## src/rtl/pipe_pkg.sv

```systemverilog
// Shared definitions for the pipe_vr valid/ready pipeline: default sizes and
// the occupancy-counter width helper.
package pipe_pkg;

    localparam int DEFAULT_WIDTH = 8;
    localparam int DEFAULT_DEPTH = 2;

    // Bits needed to count 0..depth stored words.
    function automatic int occ_width(input int depth);
        return $clog2(depth + 1);
    endfunction

endpackage

```

## src/rtl/pipe_vr_if.sv

```systemverilog
// Producer/consumer handshake bundle for pipe_vr. The pipe sits on the slave
// modport; whatever drives and drains it uses the master modport.
interface pipe_vr_if
    import pipe_pkg::*;
#(
    parameter int WIDTH = DEFAULT_WIDTH
);

    logic             flush;
    logic             in_valid;
    logic             in_ready;
    logic [WIDTH-1:0] in_data;
    logic             out_valid;
    logic             out_ready;
    logic [WIDTH-1:0] out_data;

    modport master (
        output flush,
        output in_valid,
        input  in_ready,
        output in_data,
        input  out_valid,
        output out_ready,
        input  out_data
    );

    modport slave (
        input  flush,
        input  in_valid,
        output in_ready,
        input  in_data,
        output out_valid,
        input  out_ready,
        output out_data
    );

endinterface

```

## src/rtl/pipe_vr_stage.sv

```systemverilog
// One valid/data register of pipe_vr. Data only loads when a valid word moves
// in, so a drained stage keeps its last payload.
module pipe_vr_stage
    import pipe_pkg::*;
#(
    parameter int WIDTH = DEFAULT_WIDTH
) (
    input  logic             clk,
    input  logic             rst,
    input  logic             flush,
    input  logic             adv,
    input  logic             prev_valid,
    input  logic [WIDTH-1:0] prev_data,
    output logic             valid,
    output logic [WIDTH-1:0] data
);

    typedef struct packed {
        logic             valid;
        logic [WIDTH-1:0] data;
    } pipe_stage_t;

    pipe_stage_t stage_reg;

    // Flush only drops the valid bit; the payload is left untouched.
    always_ff @(posedge clk or posedge rst) begin
        if (rst) begin
            stage_reg <= '0;
        end else if (flush) begin
            stage_reg.valid <= 1'b0;
        end else if (adv) begin
            stage_reg.valid <= prev_valid;
            if (prev_valid) begin
                stage_reg.data <= prev_data;
            end
        end
    end

    assign valid = stage_reg.valid;
    assign data  = stage_reg.data;

endmodule

```

## src/rtl/pipe_vr.sv

```systemverilog
// N-stage valid/ready pipeline with bubble collapsing and synchronous flush.
// Define PIPE_VR_OCC_EN to add a registered occupancy output port.
module pipe_vr
    import pipe_pkg::*;
#(
    parameter int WIDTH = DEFAULT_WIDTH,
    parameter int DEPTH = DEFAULT_DEPTH
) (
    input  logic clk,
    input  logic rst,
    pipe_vr_if.slave bus
`ifdef PIPE_VR_OCC_EN
    ,
    output logic [occ_width(DEPTH)-1:0] occupancy
`endif
);

    if (DEPTH < 1) begin : g_depth_check
        $error("pipe_vr: DEPTH must be at least 1");
    end
    if (WIDTH < 1) begin : g_width_check
        $error("pipe_vr: WIDTH must be at least 1");
    end

    logic [DEPTH-1:0] v;
    logic [DEPTH-1:0] adv;
    logic [WIDTH-1:0] d [DEPTH];
    logic             in_ready_int;

    for (genvar gi = 0; gi < DEPTH; gi++) begin : g_stage
        // Unrolled ready chain: stage gi may advance when the consumer takes a
        // word or some stage from gi onwards is empty.
        assign adv[gi] = bus.out_ready || !(&v[DEPTH-1:gi]);

        if (gi == 0) begin : g_first
            pipe_vr_stage #(.WIDTH(WIDTH)) u_stage (
                .clk        (clk),
                .rst        (rst),
                .flush      (bus.flush),
                .adv        (adv[gi]),
                .prev_valid (bus.in_valid),
                .prev_data  (bus.in_data),
                .valid      (v[gi]),
                .data       (d[gi])
            );
        end else begin : g_rest
            pipe_vr_stage #(.WIDTH(WIDTH)) u_stage (
                .clk        (clk),
                .rst        (rst),
                .flush      (bus.flush),
                .adv        (adv[gi]),
                .prev_valid (v[gi-1]),
                .prev_data  (d[gi-1]),
                .valid      (v[gi]),
                .data       (d[gi])
            );
        end
    end

    assign in_ready_int  = adv[0] && !bus.flush;
    assign bus.in_ready  = in_ready_int;
    assign bus.out_valid = v[DEPTH-1];
    assign bus.out_data  = d[DEPTH-1];

`ifdef PIPE_VR_OCC_EN
    localparam int OCC_W = occ_width(DEPTH);
    localparam logic [OCC_W-1:0] OCC_ONE = OCC_W'(1);

    logic             in_fire;
    logic             out_fire;
    logic [OCC_W-1:0] occ_reg;
    logic [OCC_W-1:0] occ_next;

    // Internal moves never change the word count; only the ends do.
    assign in_fire  = bus.in_valid && in_ready_int;
    assign out_fire = v[DEPTH-1] && bus.out_ready;

    always_comb begin
        occ_next = occ_reg;
        if (bus.flush) begin
            occ_next = '0;
        end else if (in_fire && !out_fire) begin
            occ_next = occ_reg + OCC_ONE;
        end else if (out_fire && !in_fire) begin
            occ_next = occ_reg - OCC_ONE;
        end
    end

    always_ff @(posedge clk or posedge rst) begin
        if (rst) begin
            occ_reg <= '0;
        end else begin
            occ_reg <= occ_next;
        end
    end

    assign occupancy = occ_reg;

    a_occ_bound: assert property (@(posedge clk) disable iff (rst) 32'(occ_reg) <= DEPTH);
`endif

endmodule

```

## src/flat_wrapper.sv

```systemverilog
// flat-port wrapper written by rule: the top's interface ports become plain ports
module pipe_vr_flat import pipe_pkg::*;
#(
    parameter int WIDTH = DEFAULT_WIDTH,
    parameter int DEPTH = DEFAULT_DEPTH
)
  (clk, rst, bus_flush, bus_in_valid, bus_in_ready, bus_in_data, bus_out_valid, bus_out_ready, bus_out_data);
  pipe_vr_if #(.WIDTH(WIDTH)) bus_i ();
  input  logic clk;
  input  logic rst;
  input wire logic [$bits(bus_i.flush)-1:0] bus_flush;
  input wire logic [$bits(bus_i.in_valid)-1:0] bus_in_valid;
  output wire logic [$bits(bus_i.in_ready)-1:0] bus_in_ready;
  input wire logic [$bits(bus_i.in_data)-1:0] bus_in_data;
  output wire logic [$bits(bus_i.out_valid)-1:0] bus_out_valid;
  input wire logic [$bits(bus_i.out_ready)-1:0] bus_out_ready;
  output wire logic [$bits(bus_i.out_data)-1:0] bus_out_data;
  assign bus_i.flush = bus_flush;
  assign bus_i.in_valid = bus_in_valid;
  assign bus_in_ready = bus_i.in_ready;
  assign bus_i.in_data = bus_in_data;
  assign bus_out_valid = bus_i.out_valid;
  assign bus_i.out_ready = bus_out_ready;
  assign bus_out_data = bus_i.out_data;
  pipe_vr #(.WIDTH(WIDTH), .DEPTH(DEPTH)) u_core (.clk(clk), .rst(rst), .bus(bus_i));
endmodule
```

## config.mk

```make
export PLATFORM = sky130hd
export DESIGN_NAME = pipe_vr_flat
export DESIGN_NICKNAME = d
export VERILOG_FILES = /design/src/rtl/pipe_pkg.sv /design/src/rtl/pipe_vr_if.sv /design/src/rtl/pipe_vr_stage.sv /design/src/rtl/pipe_vr.sv /design/src/flat_wrapper.sv
export SDC_FILE = /design/constraint.sdc
export NUM_CORES = 1
export LEC_CHECK = 0
export BUFFER_PORTS_ARGS = -buffer_cell sky130_fd_sc_hd__buf_2
export CAP_MARGIN = 20
export CORE_MARGIN = 4
export CORE_UTILIZATION = 52
export CTS_CLUSTER_SIZE = 20
export DETAILED_ROUTE_END_ITERATION = 12
export MAX_ROUTING_LAYER = met4
export PLACE_DENSITY = 0.8
export SETUP_SLACK_MARGIN = 0.15
export SLEW_MARGIN = 20
export SYNTH_ARGS = -nofsm -noshare
export SYNTH_HDL_FRONTEND = slang
export SYNTH_SLANG_ARGS = --single-unit
```

## constraint.sdc

```tcl
create_clock -name clk -period 3.2 [get_ports clk]
set_input_delay 0.64 -clock clk [delete_from_list [all_inputs] [get_ports clk]]
set_output_delay 0.64 -clock clk [all_outputs]
set_load 0.005 [all_outputs]
```

Yosys cells after proc, flatten, opt, wreduce, memory -nomap -nowiden
Index checks and enable logic that the tools add are counted.

Flip-flop bits (word level): 18. Bits of input ports: 13. Word-level logic and storage cells: 22.

Multiplexer cells: 6. Bitwise gates (word level): 1. Reductions and logical operators: 11.

Operators with widths (number): $mux 9 (2); $mux 8 (2); $reduce_and 3->1 (2); $reduce_bool 2->1 (2); $logic_not 1->1 (3); $logic_or 1x1->1 (2); $mux 1 (2); $reduce_and 2->1 (1); $logic_and 1x1->1 (1); $not 1->1 (1).

Depth between registers and ports, before layout
Depth after elaboration: 5. Mapped depth: 4. Mapped depth without buffers: 3.

Modules after synthesis
A second synthesis with hierarchy kept.

Cells, all modules: 45. Area, all modules: 745.7 um^2.

By module, submodules not included: pipe_vr_stage (instances 2, cells each 21, area each 352.8 um^2, seq. area each 225.2 um^2); pipe_vr (instances 1, cells each 3, area each 40.0 um^2, seq. area each 0.0 um^2).

Worst setup path after synthesis
Ideal clock, no wire load.

Path type: input -> register. From: input bus_out_ready. To: register u_core.g_stage[0].g_first.u_stage.data[0] (netlist name). Setup time: 0.125 ns. Data arrival time: 1.605 ns. Slack: 1.470 ns. Stages on the path: 4. Buffers on the path: 1. Cells stage by stage: and3b_1 -> or3b_1 -> buf_6 -> mux2_4.

Cells in the longest elaborated chain, start to end: 2.

Ends and longest elaborated chain: start: declaration (line flat_wrapper.sv:16) `input wire logic [$bits(bus_i.out_ready)-1:0] bus_out_ready;`; $logic_or 1x1->1 (line pipe_vr.sv:33) `assign adv[gi] = bus.out_ready || !(&v[DEPTH-1:gi]);`; $reduce_and 3->1 (no line).

Every way passes these cells. A chain may end at the register's enable or synchronous reset.

Final worst setup path
From: input bus_out_ready. To: output bus_in_ready.

Cells in the longest elaborated chain, start to end: 2.

Ends and longest elaborated chain: $logic_or 1x1->1 (line pipe_vr.sv:33); $logic_and 1x1->1 (line pipe_vr.sv:60) `assign in_ready_int = adv[0] && !bus.flush;`; end: declaration (line flat_wrapper.sv:13) `output wire logic [$bits(bus_i.in_ready)-1:0] bus_in_ready;`.

Every way passes these cells.

==> reports/qor.yml <==
outcome:
  run_status: "complete, no violations"
global_routing:
  antenna_found_initial: 0
  grt_pass1_wl_microns: 1870
  grt_max_degree: 19
  grtUsageTotal: 0.132
  overflow: 0
  grt_pass1_vias: 435
cts:
  clock_latency_ns: 0.28
  numCtsBuffers: 3
  tritoncts: "yes"
  clkSinkCount: 18
  h-tree-depth: 1
  cts_resized: 0
  cts_buffer_depth: 2
  cts_root_buffer: "clkbuf_4"
  cts_setup_buffers: 0
  cts_hold_buf: 0
  clkTransAtPathRegs_ns: 0.09
logic_synthesis:
  synth-xor-area-share: 0
  synth_top_family_by_area: "multiplexers"
  synthSimpleGateAreaFrac: 0.0541
  synth_fp_nets: 66
  syn_area_sq_um: 787
  postSynthAreaPerCell_sq_um: 14.8
  synth_fa_ha_area_frac: 0
  ys_ff_latch: 18
  ys_warn_count: 0
  synth_compound_area_frac: 0.00636
  syn_inst: 53
  synth.distinct_cells: 12
  synth_mux_area_frac: 0.267
  ys_seq_area_frac: 0.572
floorplan:
  die_area_sq_mm: 0.00220
  die_w_microns: 46.9
  coreArea_sq_mm: 0.00137
  die_height_microns: 46.9
  start_util: 0.576
  row_count: 13
  num_io_pins: 23
detailed_routing:
  drtIter0Drc: 3
  drc_errors: 0
  wirelength_met1_microns: 525
  detail_route.wl_per_cell_microns: 13.6
  viasPerCell: 4.92
  top_layer: "met4"
  wl_met3_microns: 111
  met2_length_microns: 501
  vias: 413
  drt_pass1_iterations: 4
  final_antenna_net_count: 0
  wirelength_microns: 1140
timing:
  finalHoldViolCount: 0
  rsz0062_at_grt: "no"
  fin_ws_ns: 1.43
  period_needed_ns: 1.77
  fmax_ghz: 0.564
  maxSlewViolCount: 0
  fin_crit_sh: 0.554
  maxSlewHeadroom: 0.565
  setup_viol: 0
  clock_skew_ns: 0.00318
  tightest_slew_ns: 0.652
  fin_tns_setup_ns: 0
  whs_ns: 0.433
worst_setup_path:
  worst_setup_path_end_kind: "output port"
  rr_startpoint: "u_core.g_stage[1].g_rest.u_stage.valid$_DFFE_PP0P_"
  path_class: "in2out"
  critPathLaunchType: "input pin"
  worstReg2RegEnd: "u_core.g_stage[0].g_first.u_stage.data[7]$_DFFE_PP0P_"
  max_stage_delay_ns: 0.24
  crit_path_top_delay_cell: "and3b_1"
  cp_cell_sequence: "buf_2 > and3b_1 > nor2_1 > buf_2"
  crit_path_frequent_cell: "buf_2"
  required_ns: 2.56
  cp_max_fo: 3
  critPathArrivalTime_ns: 1.13
  r2r_cells: 3
  r2r_slack_ns: 1.54
placed_design:
  dp_hpwl_microns: 860
  globalplace.congestion: 0.610
  dpl_worst_slack_ns: 1.22
  portBuffers: 22
power_and_ir_drop:
  p_leak_nw: 0.454
  vdd_drop_max_mv: 0.340
  p_total_mw: 0.513
  power_density_mw_per_mm2: 591
final_layout:
  syn2layout_area_growth_pct: 10.2
  drive_above_1_share: 0.594
  final_nets: 84
  diodes: 0
  utilization: 0.635
run:
  cap_violations: 0
worst_hold_path:
  hold_class: "in2async"
==> metrics by stage <==
stage	instances	cell area (sq um)
2_1_floorplan	53	787
3_3_place_gp	81	845
3_5_place_dp	81	845
4_1_cts	84	867
5_1_grt	84	867
6_report	84	867
==> cell families after synthesis <==
logic type,after synthesis
buffers and inverters,11
and+or+nand+nor,7
DFF,18
muxes,16
AOI/OAI and AO/OA,1
==> registers in the layout, summed over array words and instances, names as in the netlist <==
name	count
u_core.g_stage.g_first.u_stage.data	8
u_core.g_stage.g_rest.u_stage.data	8
u_core.g_stage.g_first.u_stage.valid	1
u_core.g_stage.g_rest.u_stage.valid	1
==> synthesized netlist by cell type, drive strengths merged <==
library cell,number,area share
buf,9,0.091
nor2,3,0.014
inv,2,0.0095
mux2,16,0.27
or3b,1,0.011
nand2b,1,0.0080
nand3b,1,0.0095
a21oi,1,0.0064
and3b,1,0.011
dfrtp,18,0.57
==> cell usage in the layout (no fill, tap or decap) <==
master / Yosys / routed
mux2_2: 8 / 8
and3b_1: 1 / 1
mux2_4: 8 / 8
clkbuf_4: 0 / 3
nand2b_1: 1 / 1
inv_1: 2 / 2
or3b_1: 1 / 1
nand3b_1: 1 / 1
dfrtp_1: 18 / 18
nor2_1: 3 / 3
buf_2: 0 / 22
a21oi_1: 1 / 1
==> routing by layer <==
metal | vias to the layer above | GRT usage
li1 | 202 | -
met1 | 189 | 0.165
met2 | 20 | 0.187
met3 | 2 | 0.0383
met4 | 0 | 0.0829
met5 | - | -
==> critical path: cells and delay by family <==
kind	cells	cell delay, ns
buffers and inverters	2	0.22
and+or+nand+nor	2	0.28
==> worst max-delay path by stage <==
stage	start	end	slack, ns
floorplan	bus_out_ready	u_core.g_stage[0].g_first.u_stage.data[0]$_DFFE_PP0P_	1.47
global placement	bus_out_ready	u_core.g_stage[0].g_first.u_stage.data[5]$_DFFE_PP0P_	1.24
detailed placement	bus_out_ready	u_core.g_stage[0].g_first.u_stage.data[7]$_DFFE_PP0P_	1.22
CTS	bus_out_ready	bus_in_ready	1.42
global route	bus_out_ready	bus_in_ready	1.38
finish	bus_out_ready	bus_in_ready	1.43
==> power by group <==
| group | total (mW) | switching [mW] | internal [mW] |
|---|---|---|---|
| clock | 0.105 | 0.0617 | 0.0437 |
| sequential | 0.296 | 0.0212 | 0.275 |
| combinational | 0.111 | 0.0375 | 0.0736 |
==> cell type report <==
cell class	count	area (sq um)
inverters	2	7.51
flip-flops and latches	18	450
repair buffers	22	110
multi-input cells	24	258
well taps	15	18.8
clock buffers	3	22.5
fillers	111	499
No activity file was read; power rests on OpenSTA's default activity.
